==> config.mk <==
export PLATFORM = sky130hd
export DESIGN_NAME = rom_port_arbiter_flat
export DESIGN_NICKNAME = d
export VERILOG_FILES = /design/src/rtl/rom_port_arbiter_pkg.sv /design/src/rtl/rom_port_arbiter_if.sv /design/src/rtl/rom_port_arbiter_rr_pick.sv /design/src/rtl/rom_port_arbiter.sv /design/src/flat_wrapper.sv
export SDC_FILE = /design/constraint.sdc
export NUM_CORES = 1
export LEC_CHECK = 0
export ABC_AREA = 0
export CORE_ASPECT_RATIO = 0.5
export CORE_MARGIN = 1
export CORE_UTILIZATION = 40
export DETAILED_ROUTE_END_ITERATION = 12
export PLACE_DENSITY = 0.81
export SLEW_MARGIN = 40
export SYNTH_ARGS = -nofsm -noshare
export SYNTH_HDL_FRONTEND = slang
export SYNTH_SLANG_ARGS = --single-unit
==> constraint.sdc <==
create_clock -name clk -period 3.2 [get_ports clk]
set_input_delay 0.32 -clock clk [delete_from_list [all_inputs] [get_ports clk]]
set_output_delay 0.32 -clock clk [all_outputs]
set_load 0.01 [all_outputs]
==> src/rtl/rom_port_arbiter_pkg.sv <==
// Shared widths, types and helpers for the ROM read-port arbiter.
package rom_port_arbiter_pkg;

  localparam int unsigned ADDR_W        = 17;
  localparam int unsigned ADDR1_W       = ADDR_W + 1;
  localparam int unsigned DATA_W        = 24;
  localparam int unsigned DEPTH_DEFAULT = 76050;
  localparam int unsigned MAX_PORTS     = 4;
  localparam int unsigned PORT_W        = 2;
  localparam int unsigned WAIT_W        = 4;

  typedef logic [PORT_W-1:0] port_idx_t;
  typedef logic [WAIT_W-1:0] wait_cnt_t;

  // Tracks one accepted read through the ROM's registered pipeline.
  typedef struct packed {
    logic      valid;
    port_idx_t port;
    logic      oor;
  } tag_t;

  function automatic port_idx_t next_port(input port_idx_t p, input int unsigned n);
    return (32'(p) == n - 1) ? '0 : p + 1'b1;
  endfunction

endpackage

==> src/rtl/rom_port_arbiter_if.sv <==
// Requester-side bus of the ROM arbiter: requests in, grants and tagged responses out.
interface rom_port_arbiter_if
  import rom_port_arbiter_pkg::*;
#(
  parameter int unsigned N_PORTS = 4
) ();

  logic [N_PORTS-1:0]             req;
  logic [N_PORTS-1:0][ADDR_W-1:0] addr;
  logic [N_PORTS-1:0]             gnt;
  logic [N_PORTS-1:0]             rsp_valid;
  logic [DATA_W-1:0]              rsp_data;
  logic                           rsp_oor;

  modport master (
    output req,
    output addr,
    input  gnt,
    input  rsp_valid,
    input  rsp_data,
    input  rsp_oor
  );

  modport slave (
    input  req,
    input  addr,
    output gnt,
    output rsp_valid,
    output rsp_data,
    output rsp_oor
  );

endinterface

==> src/rtl/rom_port_arbiter_rr_pick.sv <==
// Combinational round-robin picker: first requester at or after start, wrapping.
module rom_port_arbiter_rr_pick
  import rom_port_arbiter_pkg::*;
#(
  parameter int unsigned N = 4
) (
  input  logic [N-1:0] req,
  input  port_idx_t    start,
  output logic [N-1:0] onehot_c,
  output port_idx_t    idx_c
);

  logic found;

  // Two passes avoid a variable rotate: upper segment first, then the wrap.
  always_comb begin
    found    = 1'b0;
    idx_c    = '0;
    onehot_c = '0;
    for (int unsigned i = 0; i < N; i++) begin
      if (!found && req[i] && (PORT_W'(i) >= start)) begin
        found = 1'b1;
        idx_c = PORT_W'(i);
      end
    end
    for (int unsigned i = 0; i < N; i++) begin
      if (!found && req[i]) begin
        found = 1'b1;
        idx_c = PORT_W'(i);
      end
    end
    for (int unsigned i = 0; i < N; i++) begin
      onehot_c[i] = found && (idx_c == PORT_W'(i));
    end
  end

endmodule

==> src/rtl/rom_port_arbiter.sv <==
// Shares one registered-output ROM between up to four pixel requesters with
// round-robin, optional port-0 priority, starvation override and tagged returns.
module rom_port_arbiter
  import rom_port_arbiter_pkg::*;
#(
  parameter int unsigned N_PORTS  = 4,
  parameter int unsigned DEPTH    = DEPTH_DEFAULT,
  parameter int unsigned PRIO0    = 1,
  parameter int unsigned MAX_WAIT = 15
) (
  input  logic               clk,
  input  logic               rst_n,
  rom_port_arbiter_if.slave  bus,
  output logic [ADDR_W-1:0]  rom_addr,
  input  logic [DATA_W-1:0]  rom_data
);

  localparam wait_cnt_t         MAX_WAIT_C = WAIT_W'(MAX_WAIT);
  localparam logic [ADDR1_W-1:0] DEPTH_C   = ADDR1_W'(DEPTH);
  localparam bit                PRIO0_EN   = (PRIO0 != 0);

  port_idx_t          rr_ptr_q, rr_ptr_d;
  wait_cnt_t          wait_q [1:N_PORTS-1];
  wait_cnt_t          wait_d [1:N_PORTS-1];
  logic [ADDR_W-1:0]  rom_addr_q, rom_addr_d;
  tag_t               tag1_q, tag1_d;
  tag_t               tag2_q, tag2_d;

  logic [N_PORTS-1:0] rr_onehot_c;
  port_idx_t          rr_idx_c;
  logic               force_any_c;
  port_idx_t          force_idx_c;
  port_idx_t          sel_idx_c;
  logic [N_PORTS-1:0] gnt_c;
  logic               xfer_c;
  logic [ADDR_W-1:0]  sel_addr_c;
  logic               sel_oor_c;

  rom_port_arbiter_rr_pick #(
    .N (N_PORTS)
  ) u_rr_pick (
    .req      (bus.req),
    .start    (rr_ptr_q),
    .onehot_c (rr_onehot_c),
    .idx_c    (rr_idx_c)
  );

  // Grant selection: forced starving port, then port-0 priority, then round-robin.
  always_comb begin
    force_any_c = 1'b0;
    force_idx_c = '0;
    sel_idx_c   = rr_idx_c;
    gnt_c       = rr_onehot_c;
    for (int unsigned i = 1; i < N_PORTS; i++) begin
      if (PRIO0_EN && !force_any_c && bus.req[i] && (wait_q[i] == MAX_WAIT_C)) begin
        force_any_c = 1'b1;
        force_idx_c = PORT_W'(i);
      end
    end
    if (force_any_c) begin
      sel_idx_c = force_idx_c;
      for (int unsigned i = 0; i < N_PORTS; i++) begin
        gnt_c[i] = (force_idx_c == PORT_W'(i));
      end
    end else if (PRIO0_EN && bus.req[0]) begin
      sel_idx_c = '0;
      gnt_c     = N_PORTS'(1);
    end
    xfer_c = |gnt_c;
  end

  assign sel_addr_c = bus.addr[sel_idx_c];
  assign sel_oor_c  = ({1'b0, sel_addr_c} >= DEPTH_C);

  // Next-state for pointer, wait counters, ROM address and tag pipeline.
  always_comb begin
    rr_ptr_d   = rr_ptr_q;
    rom_addr_d = rom_addr_q;
    tag1_d     = '0;
    tag2_d     = tag1_q;
    for (int unsigned i = 1; i < N_PORTS; i++) begin
      wait_d[i] = wait_q[i];
      if (!bus.req[i] || gnt_c[i]) begin
        wait_d[i] = '0;
      end else if (wait_q[i] != MAX_WAIT_C) begin
        wait_d[i] = wait_q[i] + 1'b1;
      end
    end
    if (xfer_c) begin
      rr_ptr_d     = next_port(sel_idx_c, N_PORTS);
      rom_addr_d   = sel_oor_c ? '0 : sel_addr_c;
      tag1_d.valid = 1'b1;
      tag1_d.port  = sel_idx_c;
      tag1_d.oor   = sel_oor_c;
    end
  end

  always_ff @(posedge clk or negedge rst_n) begin
    if (!rst_n) begin
      rr_ptr_q   <= '0;
      rom_addr_q <= '0;
      tag1_q     <= '0;
      tag2_q     <= '0;
      for (int unsigned i = 1; i < N_PORTS; i++) begin
        wait_q[i] <= '0;
      end
    end else begin
      rr_ptr_q   <= rr_ptr_d;
      rom_addr_q <= rom_addr_d;
      tag1_q     <= tag1_d;
      tag2_q     <= tag2_d;
      for (int unsigned i = 1; i < N_PORTS; i++) begin
        wait_q[i] <= wait_d[i];
      end
    end
  end

  // Stage-2 tag lines up with the ROM's registered data.
  always_comb begin
    for (int unsigned i = 0; i < N_PORTS; i++) begin
      bus.rsp_valid[i] = tag2_q.valid && (tag2_q.port == PORT_W'(i));
    end
  end

  assign bus.gnt      = gnt_c;
  assign bus.rsp_data = rom_data;
  assign bus.rsp_oor  = tag2_q.valid & tag2_q.oor;
  assign rom_addr     = rom_addr_q;

endmodule
==> src/flat_wrapper.sv <==
// flat-port wrapper written by rule: the top's interface ports become plain ports
module rom_port_arbiter_flat import rom_port_arbiter_pkg::*;
#(
  parameter int unsigned N_PORTS  = 4,
  parameter int unsigned DEPTH    = DEPTH_DEFAULT,
  parameter int unsigned PRIO0    = 1,
  parameter int unsigned MAX_WAIT = 15
)
  (clk, rst_n, rom_addr, rom_data, bus_req, bus_addr, bus_gnt, bus_rsp_valid, bus_rsp_data, bus_rsp_oor);
  rom_port_arbiter_if #(.N_PORTS(N_PORTS)) bus_i ();
  input  logic clk;
  input  logic rst_n;
  output logic [ADDR_W-1:0] rom_addr;
  input  logic [DATA_W-1:0] rom_data;
  input wire logic [$bits(bus_i.req)-1:0] bus_req;
  input wire logic [$bits(bus_i.addr)-1:0] bus_addr;
  output wire logic [$bits(bus_i.gnt)-1:0] bus_gnt;
  output wire logic [$bits(bus_i.rsp_valid)-1:0] bus_rsp_valid;
  output wire logic [$bits(bus_i.rsp_data)-1:0] bus_rsp_data;
  output wire logic [$bits(bus_i.rsp_oor)-1:0] bus_rsp_oor;
  assign bus_i.req = bus_req;
  assign bus_i.addr = bus_addr;
  assign bus_gnt = bus_i.gnt;
  assign bus_rsp_valid = bus_i.rsp_valid;
  assign bus_rsp_data = bus_i.rsp_data;
  assign bus_rsp_oor = bus_i.rsp_oor;
  rom_port_arbiter #(.N_PORTS(N_PORTS), .DEPTH(DEPTH), .PRIO0(PRIO0), .MAX_WAIT(MAX_WAIT)) u_core (.clk(clk), .rst_n(rst_n), .bus(bus_i), .rom_addr(rom_addr), .rom_data(rom_data));
endmodule
==> results of run 1 <==
## per-layer routing
metal	GRT usage (%)	part of all wire, %
met5	0	0
met1	27.3	44
met2	32.9	48
met4	8.29	2.0
met3	4.81	5.9
## final timing paths
path | slack [ns] | end
worst max-delay path | 0.45 | u_core.rom_addr[1]
worst min-delay path | -0.007 | u_core.wait_q[3]
worst max register to register | 0.45 | u_core.rom_addr[1]
worst min register to register | 0.35 | u_core.tag2_q[2]
max in group asynchronous | 2.86 | u_core.tag1_q[3]
min in group clk | 0.35 | u_core.tag2_q[2]
## state kept, by name (all words and copies together), names as in the netlist
name             count
u_core.rom_addr     17
u_core.wait_q       12
u_core.tag1_q        4
u_core.tag2_q        4
u_core.rr_ptr_q      2
## worst max-delay path, stage by stage (launching register included)
cell                       delay [ns]
sky130_fd_sc_hd__dfrtp_1         0.42
sky130_fd_sc_hd__ha_1            0.28
sky130_fd_sc_hd__and4_2          0.30
sky130_fd_sc_hd__o21ai_1         0.37
sky130_fd_sc_hd__nor2_4          0.07
sky130_fd_sc_hd__clkinv_4        0.18
sky130_fd_sc_hd__mux2i_2         0.33
sky130_fd_sc_hd__a221oi_4        0.10
sky130_fd_sc_hd__buf_4           0.22
sky130_fd_sc_hd__o41ai_1         0.35
## where the power goes
part           internal (mW)  switching (mW)
sequential             0.554          0.0431
clock                  0.387           0.188
combinational          0.277           0.229
## kinds of logic (layout without fill, tap and decap cells)
kind of cell	count (synthesis)	in the layout
AO/OA/AOI/OAI	90	90
XOR/XNOR	3	3
AND/OR/NAND/NOR	128	128
buffers and inverters	48	122
flip-flops	39	39
multiplexers	10	10
adder cells (fa/ha/maj)	3	3
## Yosys cell counts (3+ instances only)
library cell | number | area, µm²
sky130_fd_sc_hd__o41ai_1 | 7 | 61.3
sky130_fd_sc_hd__o21a_1 | 5 | 37.5
sky130_fd_sc_hd__buf_6 | 3 | 33.8
sky130_fd_sc_hd__o41ai_2 | 4 | 65.1
sky130_fd_sc_hd__dfrtp_1 | 39 | 976
sky130_fd_sc_hd__mux2i_1 | 3 | 30.0
sky130_fd_sc_hd__o21ai_1 | 6 | 30.0
sky130_fd_sc_hd__nor3_1 | 7 | 35.0
sky130_fd_sc_hd__a32o_1 | 11 | 110
sky130_fd_sc_hd__o31ai_1 | 4 | 30.0
sky130_fd_sc_hd__nor4_1 | 3 | 18.8
sky130_fd_sc_hd__o211ai_1 | 4 | 30.0
sky130_fd_sc_hd__clkbuf_1 | 4 | 15.0
sky130_fd_sc_hd__ha_1 | 3 | 37.5
sky130_fd_sc_hd__a21oi_1 | 22 | 110
sky130_fd_sc_hd__a31oi_1 | 3 | 18.8
sky130_fd_sc_hd__buf_4 | 25 | 188
sky130_fd_sc_hd__nand3_1 | 12 | 60.1
sky130_fd_sc_hd__nand2_1 | 66 | 248
sky130_fd_sc_hd__mux4_2 | 5 | 113
sky130_fd_sc_hd__inv_1 | 5 | 18.8
sky130_fd_sc_hd__o21ai_0 | 7 | 35.0
sky130_fd_sc_hd__and3_1 | 6 | 37.5
sky130_fd_sc_hd__buf_2 | 7 | 35.0
sky130_fd_sc_hd__nor2_1 | 19 | 71.3
sky130_fd_sc_hd__xnor2_1 | 3 | 26.3
sky130_fd_sc_hd__nor4b_1 | 4 | 35.0
## metrics by stage
stage / power, mW / util [%]
2_1_floorplan: 0.881 / -
3_3_place_gp: 1.10 / 54.9
3_5_place_dp: 1.11 / 55.0
4_1_cts: 1.69 / 57.6
5_1_grt: 1.76 / 57.6
6_report: 1.68 / 57.6
## placed cells by master, fill, tap and decap left out, types with 5 or more instances in the layout
cell type                         Yosys  layout
sky130_fd_sc_hd__a32o_1              11      11
sky130_fd_sc_hd__o21a_1               5       5
sky130_fd_sc_hd__nor2_1              19      19
sky130_fd_sc_hd__nor3_1               7       7
sky130_fd_sc_hd__nand3_1             12      12
sky130_fd_sc_hd__o21ai_1              6       6
sky130_fd_sc_hd__clkbuf_16            0       5
sky130_fd_sc_hd__inv_1                5       5
sky130_fd_sc_hd__o41ai_1              7       7
sky130_fd_sc_hd__a21oi_1             22      22
sky130_fd_sc_hd__clkdlybuf4s50_1      0      98
sky130_fd_sc_hd__o21ai_0              7       7
sky130_fd_sc_hd__mux4_2               5       5
sky130_fd_sc_hd__buf_4               25       8
sky130_fd_sc_hd__dfrtp_1             39      39
sky130_fd_sc_hd__and3_1               6       6
sky130_fd_sc_hd__nand2_1             66      66
## area by class of cell
class	count	area, µm²
fill	572	2870
multi-input combinational	234	1550
timing repair buffer	106	1040
sequential	39	976
clock buffer	6	139
tap	92	115
clock inverter	2	35.0
inverter	8	35.0
==> qor.yml, run 1 <==
timing.hold.ws_ns: -0.00690
initial_utilization_pct: 41.8
tritoncts.num_buffers: 5
layoutNonFillerInstCount: 487
synthDistinctLibCells: 53
crit-reg2reg-launch: "u_core.wait_q[4]"
grt_antenna_before_repair: 0
post-place-cells: 479
power.ir.vdd_worst_uv: 225
crit_start: "u_core.wait_q[4]"
post_synth_edffs: 0
grt_usage_pct: 20.5
clock_path_buffers: 2
portbufs: 99
synth_simple_gate_area_share_pct: 21.2
drt-vias-per-instance: 5.61
post-route-period-util_pct: 85.9
post_synth_fa_ha_maj_area_fraction_pct: 1.33
sequential_fraction_of_the_synthesis_area_pct: 34.5
clk_pin_slew_worst_paths_ns: 0.06
critical_path_required_ns: 3.36
pin_count: 148
post-route-cell-area_um2: 3890
reg2regPathDepth: 9
failed_checks: "hold timing"
finalWeightedCongestion: 0.949
die_x_um: 121
postSynth.asyncResetShare_pct: 100
totalWireLength_mm: 7.80
grt.overflow.total: 0
drt_iter0_markers: 204
design.final.nets: 495
mappedNetlistNets: 422
power_density_nw_per_um2: 432
max-cap-violations: 0
timing.critical_path.to_type: "register"
ctsHtreeMaxLevel: 2
timing.final.max_slew_violations: 0
clkLatencyLatePin_ns: 0.28
share_of_post_route_cells_with_drive_strength_above_1_pct: 9.87
timing.final.ws_setup_ns: 0.450
post_synth_mux_area_share_pct: 6.02
fmax_ghz: 0.364
routed-via-count: 2733
detailed_place_hpwl_mm: 6.18
grt_first_pass_wirelength_mm: 11.6
dpl_worst_slack_ns: 0.213
final_setup_viols: 0
actual_slew_at_the_worst_max_slew_pin_ns: 0.479
grt_pass1_vias: 2372
area_of_the_die_um2: 7420
slew-limit-headroom_pct: 68.0
start_kind: "register"
min_period_ns: 2.75
power.leakage_nw: 1.60
synth.avg_cell_area_um2: 8.80
postSynth.topFlopCell: "sky130_fd_sc_hd__dfrtp_1"
residual_antenna_violating_net_count_after_detailed_routing: 0
cts.hold.buffers_added: 0
crit_fanout: 28
coreArea_um2: 6750
criticalPathCategory: "reg -> reg"
post_synth_instance_area_um2: 2830
cts_tree: "yes"
yosys_warnings: 0
finalSetupTns_ns: 0
floorplan.rows: 21
detail_route.drc_violations: 0
synth-xor-area-share_pct: 0.930
cts_root_buf: "sky130_fd_sc_hd__clkbuf_16"
synth_compound_area_share_pct: 25.0
maximum_number_of_pins_on_one_net_before_global_route_repair: 40
result_of_the_run: "finished with violations"
die_height_um: 61.4
post_cts_resized: 0
synthCells: 321
postSynthRegisterBits: 39
total_count_of_hold_check_failures_in_the_final_report: 8
combinational_family_with_the_most_area_after_synthesis: "compound AO/OA/AOI/OAI gates"
cts_setup_buffers: 0
timing.clock.skew_ns: 0.00391
firstDrtPassIters: 5
wl_per_cell_um: 16.0
cts.sinks: 39
synthToLayoutAreaGrowth_pct: 37.6
rsz0062_at_grt: "no"
n_antenna_cell: 0
worstPathArrival_ns: 2.91
hold_path.class: "in -> async"
postPlaceCellArea_um2: 3710
(Power assumes the default switching activity.)
==> inputs of run 2 (changes only) <==
- CORE_UTILIZATION: 40 -> 36
- PLACE_DENSITY: 0.81 -> 0.77
- clock period: 3.2 -> 2.4 ns (I/O delays scaled with it)
==> run 2 against run 1 <==
  * The flow now finishes without violations
  * Cell area rose by 9.4%
  * Fmax increased by 19%
  * Sequential cell count is the same
  * Combinational power increased by 51%
  * Count of clock-buffer cells in the layout is the same
  * Sequential share of layout area down 2.1 points
  * Core utilization shrank 0.56 points
  * Setup slack worse by 0.35 ns
  * Non-clock buffer count grew 35
  * Critical path type unchanged
==> qor.yml, run 2 (synthesized netlist as in run 1, its figures left out) <==
result_of_the_run: "completed"
routed-via-count: 2906  # +6.3%
portbufs: 99  # unchanged
finalWeightedCongestion: 0.883  # -7.0%
drt_iter0_markers: 251  # +23%
fillCellCount: 670  # +17%
synthToLayoutAreaGrowth_pct: 50.5
ctsHtreeMaxLevel: 2  # unchanged
grt_usage_pct: 20.5  # +0.032 points
drt-vias-per-instance: 5.40  # -3.7%
share_of_post_route_cells_with_drive_strength_above_1_pct: 17.9  # +8.0 points
total_count_of_hold_check_failures_in_the_final_report: 0  # -8
criticalPathCategory: "reg -> reg"
coreArea_um2: 7460  # +10%
clock_path_buffers: 2  # unchanged
clkLatencyLatePin_ns: 0.28  # about the same
timing.clock.skew_ns: 0.00554  # +0.00163 ns
die_x_um: 127  # +5.3%
pin_count: 148  # unchanged
design.final.nets: 530  # +7.1%
firstDrtPassIters: 5  # unchanged
wl_per_cell_um: 16.0  # -0.42%
crit_fanout: 23  # -18%
worstPathArrival_ns: 2.48  # -0.43 ns
layout_commonest_cell: "sky130_fd_sc_hd__clkdlybuf4s50_1"
totalWireLength_mm: 8.58  # +10%
maximum_number_of_pins_on_one_net_before_global_route_repair: 40  # unchanged
final_setup_viols: 0  # unchanged
detailed_place_hpwl_mm: 6.70  # +8.4%
largest_register_ff_count: 17  # unchanged
slew-limit-headroom_pct: 66.9  # -1.1 points
grt.overflow.total: 0  # unchanged
max-cap-violations: 0  # unchanged
grt_first_pass_wirelength_mm: 13.3  # +15%
grt_antenna_before_repair: 0  # unchanged
die_height_um: 64.6  # +5.2%
critical_path_required_ns: 2.58  # -0.78 ns
cts_tree: "yes"
post-route-period-util_pct: 95.9  # +10 points
power_density_nw_per_um2: 570  # +32%
actual_slew_at_the_worst_max_slew_pin_ns: 0.496  # +0.0165 ns
min_period_ns: 2.30  # -0.448 ns
timing.critical_path.to_type: "register"
area_of_the_die_um2: 8230  # +11%
fmax_ghz: 0.435  # +19%
tritoncts.num_buffers: 5  # unchanged
cts.sinks: 39  # unchanged
grt_pass1_vias: 2722  # +15%
clk_pin_slew_worst_paths_ns: 0.06  # about the same
n_antenna_cell: 0  # unchanged
cts_root_buf: "sky130_fd_sc_hd__clkbuf_16"
initial_utilization_pct: 37.9  # -4.0 points
layout.cells.most_common_list: "sky130_fd_sc_hd__clkdlybuf4s50_1, sky130_fd_sc_hd__nand2_1, sky130_fd_sc_hd__buf_4"
residual_antenna_violating_net_count_after_detailed_routing: 0  # unchanged
area_taken_by_flip_flops_and_latches_um2: 977  # +0.13%
power.ir.vdd_worst_uv: 262  # +17%
timing.final.max_slew_violations: 0  # unchanged
floorplan.rows: 22  # +4.8%
start_kind: "register"
fin_util_pct: 57.0  # -0.56 points
multi_input_area_um2: 1580  # +1.9%
detail_route.drc_violations: 0  # unchanged
timing.hold.ws_ns: 0.347  # +0.354 ns
power.leakage_nw: 1.82  # +14%
hold_path.class: "reg -> reg"
-- run 2: final timing paths --
| kind | from | to | slack (ns) | cells past startpoint |
|---|---|---|---|---|
| worst max-delay path | u_core.wait_q[4] | u_core.rom_addr[1] | 0.1 | 11 |
| worst min-delay path | u_core.tag1_q[1] | u_core.tag2_q[1] | 0.35 | 0 |
| worst max register to register | u_core.wait_q[4] | u_core.rom_addr[1] | 0.1 | 11 |
| worst min register to register | u_core.tag1_q[1] | u_core.tag2_q[1] | 0.35 | 0 |
| max in group asynchronous | rst_n | u_core.rr_ptr_q[1] | 1.56 | 2 |
| min in group asynchronous | rst_n | u_core.wait_q[0] | 0.47 | 2 |
-- run 2: stage by stage --
stage	setup WS (ns)	setup TNS [ns]	power, mW	cells	area [µm²]
4_1_cts	0.00579	0	2.42	537	4210
2_1_floorplan	0.0600	0	1.17	321	2830
3_3_place_gp	-0.0362	-0.150	1.54	526	4000
3_5_place_dp	-0.0775	-0.866	1.55	526	4000
6_report	0.0986	0	2.42	538	4250
5_1_grt	-0.0345	-0.171	2.52	538	4250
-- run 2: area by class of cell --
type | instances | area share [%]
Clock buffer | 6 | 3.03
Clock inverter | 2 | 1.41
Inverter | 8 | 0.824
Multi-Input combinational cell | 234 | 37.1
Sequential cell | 39 | 23.0
Tap cell | 108 | 3.18
Timing Repair Buffer | 141 | 31.5
-- run 2: worst max-delay path, cell delays in order (launching register included) --
cell,delay (ns)
sky130_fd_sc_hd__dfrtp_1,0.38
sky130_fd_sc_hd__ha_1,0.21
sky130_fd_sc_hd__buf_4,0.15
sky130_fd_sc_hd__nand4_1,0.13
sky130_fd_sc_hd__nand2_1,0.11
sky130_fd_sc_hd__o21ai_2,0.18
sky130_fd_sc_hd__inv_2,0.09
sky130_fd_sc_hd__buf_12,0.16
sky130_fd_sc_hd__a21oi_1,0.14
sky130_fd_sc_hd__a22oi_1,0.13
sky130_fd_sc_hd__buf_4,0.19
sky130_fd_sc_hd__o41ai_1,0.32
-- run 2: what timing repair did --
item / 4_1_cts / 5_1_grt
hold buffers: 1 / 0
gates cloned: 0 / 0
setup endpoints to repair: 5 / 11
setup buffers: 2 / 1
pin swaps: 1 / 1
gates resized for setup: 5 / 4
hold endpoints to repair: 39 / 0
-- run 2: layer usage --
metal  vias to the layer above  wire, µm  global-route usage, %
met5                         -         0                      0
met4                         0       162                   7.44
met3                        22       599                   3.63
met2                       109      4080                   33.1
met1                      1392      3740                   27.7
li1                       1383         -                      -
-- run 2: power breakdown --
group          internal, mW  switching [mW]
sequential            0.739          0.0611
combinational         0.434           0.330
clock                 0.596           0.263
==> inputs of run 3 (changes only) <==
- CORE_UTILIZATION: 36 -> 50
- DONT_BUFFER_PORTS: not set -> 1
- PLACE_DENSITY: 0.77 -> 0.68
==> run 3 against run 2 <==
  * Fmax decreased by 0.66%
  * Final cell count decreased by 30%
  * Core utilization increased by 2.1 points
  * Worst hold slack got worse by 0.22 ns
==> qor.yml, run 3 (synthesized netlist as in run 1, its figures left out) <==
slew-limit-headroom_pct: 75.0  # +8.0 points
drt_iter0_markers: 118  # -53%
routed-via-count: 2442  # -16%
clkLatencyLatePin_ns: 0.29  # about the same
residual_antenna_violating_net_count_after_detailed_routing: 0  # unchanged
maximum_number_of_pins_on_one_net_before_global_route_repair: 40  # unchanged
synthToLayoutAreaGrowth_pct: 8.41
worst_path_max_delay_cell: "sky130_fd_sc_hd__dfrtp_1"
post-layout-total-power_mw: 2.05  # -15%
fmax_ghz: 0.432  # -0.66%
actual_slew_at_the_worst_max_slew_pin_ns: 0.374  # -0.121 ns
timing.final.max_slew_violations: 0  # unchanged
result_of_the_run: "completed"
n_antenna_cell: 0  # unchanged
wl_per_cell_um: 20.4  # +28%
drt-vias-per-instance: 6.44  # +19%
critical_path.n_buffers_inverters: 2  # -2
final_setup_viols: 0  # unchanged
critical_path.max_stage_delay_ns: 0.41  # +0.03 ns
cts_root_buf: "sky130_fd_sc_hd__clkbuf_16"
start_kind: "register"
power.leakage_nw: 1.31  # -28%
grt_first_pass_wirelength_mm: 10.9  # -18%
crit_top_cell: "sky130_fd_sc_hd__o211ai_1"
finalWeightedCongestion: 0.888  # +0.53%
cts.sinks: 39  # unchanged
timing.final.ws_setup_ns: 0.0833  # -0.0153 ns
timing.critical_path.to_type: "register"
clock_path_buffers: 2  # unchanged
power.net_switching_uw: 599  # -8.4%
floorplan.rows: 18  # -18%
power.share.sequential_pct: 40.3  # +7.3 points
max-cap-violations: 0  # unchanged
totalWireLength_mm: 7.73  # -10%
grt.overflow.total: 0  # unchanged
layout_commonest_cell: "sky130_fd_sc_hd__nand2_1"
detailed_place_hpwl_mm: 5.85  # -13%
pin_count: 148  # unchanged
largest_register_ff_count: 17  # unchanged
die_x_um: 108  # -15%
portbufs: 0  # -100%
finalSetupTns_ns: 0  # unchanged
crit_fanout: 10  # -57%
firstDrtPassIters: 4  # -1
design.final.nets: 409  # -23%
clock_power_share_pct: 38.7  # +3.3 points
clk_pin_slew_worst_paths_ns: 0.06  # about the same
power_density_nw_per_um2: 671  # +18%
area_of_the_die_um2: 5970  # -27%
intPower_mw: 1.46  # -18%
detail_route.drc_violations: 0  # unchanged
fin_util_pct: 59.1  # +2.1 points
critical_path_required_ns: 2.56  # -0.02 ns
tritoncts.num_buffers: 5  # unchanged
total_count_of_hold_check_failures_in_the_final_report: 0  # unchanged
coreArea_um2: 5180  # -31%
hold_path.class: "in -> reg"
path_cells: "ha_2, and4_4, o21ai_2, buf_4, o211ai_1, o211ai_1, a221oi_4, buf_6, o41ai_2"
share_of_post_route_cells_with_drive_strength_above_1_pct: 19.4  # +1.5 points
cts_tree: "yes"
grt_antenna_before_repair: 0  # unchanged
post-route-cell-area_um2: 3060  # -28%
worstPathArrival_ns: 2.47  # about the same
layout.cells.most_common_list: "sky130_fd_sc_hd__nand2_1, sky130_fd_sc_hd__dfrtp_1, sky130_fd_sc_hd__a21oi_1"
dpl_worst_slack_ns: -0.0754  # +0.00209 ns
initial_utilization_pct: 54.5  # +17 points
power.ir.vdd_worst_uv: 381  # +45%
grt_usage_pct: 25.4  # +4.9 points
criticalPathCategory: "reg -> reg"
ctsHtreeMaxLevel: 2  # unchanged
comb_power_share_pct: 21.0  # -11 points
post-route-period-util_pct: 96.5  # +0.64 points
timing.clock.skew_ns: 0.00824  # +0.00270 ns
min_period_ns: 2.32  # +0.0153 ns
power.switching_fraction_pct: 29.2  # +2.2 points
die_height_um: 55.2  # -15%
postPlaceCellArea_um2: 2760  # -31%
worst_path_dominant_cell_family: "compound AO/OA/AOI/OAI gates"
grt_pass1_vias: 2149  # -21%
## run 3: cell types whose count changed in the layout (fill, tap and decap cells not counted), moves of 2 or more
cell and change:
sky130_fd_sc_hd__buf_4 -23, sky130_fd_sc_hd__o21ai_1 -2, sky130_fd_sc_hd__ha_1 -2, sky130_fd_sc_hd__buf_12 -2, sky130_fd_sc_hd__dlygate4sd2_1 -3, sky130_fd_sc_hd__clkdlybuf4s50_1 -95
sky130_fd_sc_hd__buf_6 +2, sky130_fd_sc_hd__ha_2 +2
## run 3: worst paths after layout
check	slack, ns	start	cells past startpoint	to
setup / recovery	0.08	u_core.wait_q[4]	9	u_core.rom_addr[5]
hold / removal	0.12	bus_req[1]	1	u_core.wait_q[9]
setup reg to reg	0.08	u_core.wait_q[4]	9	u_core.rom_addr[5]
hold reg to reg	0.35	u_core.tag1_q[3]	0	u_core.tag2_q[3]
max in group asynchronous	1.77	rst_n	2	u_core.rom_addr[15]
min in group asynchronous	0.43	rst_n	2	u_core.rom_addr[8]
## run 3: final cells by class
| class | count | area, µm² |
|---|---|---|
| timing repair buffer | 20 | 173 |
| multi-input combinational | 234 | 1620 |
| tap | 70 | 87.6 |
| sequential | 39 | 976 |
| inverter | 8 | 35.0 |
| clock inverter | 2 | 35.0 |
| fill | 445 | 2120 |
| clock buffer | 6 | 139 |
## run 3: stage by stage
step	instances	hold WS [ns]
finish	379	0.123
CTS	377	0.120
detailed placement	366	-0.0549
global placement	366	-0.0548
floorplan	321	-0.0556
global route	379	0.123
## run 3: repair_timing
action / in CTS / in global routing
setup buffers: 1 / 2
endpoints found under the hold margin: 39 / 0
gates resized for setup: 6 / 9
hold buffers: 2 / 0
pin swaps: 2 / 5
gates cloned: 0 / 0
setup endpoints to repair: 3 / 13
## run 3: power by group through the flow
stage	registers (mW)	clock network, mW	logic, mW
3_5_place_dp	0.840	0	0.380
3_3_place_gp	0.835	0	0.369
6_report	0.829	0.794	0.432
4_1_cts	0.829	0.807	0.414
5_1_grt	0.837	0.835	0.474
2_1_floorplan	0.818	0	0.357
## run 3: routing by layer
layer | GRT usage (%) | vias to the layer above | share of wire, %
li1 | - | 1132 | -
met1 | 31.4 | 1164 | 40
met2 | 42.5 | 121 | 47
met3 | 8.78 | 25 | 10
met4 | 9.23 | 0 | 2.2
met5 | 0 | - | 0
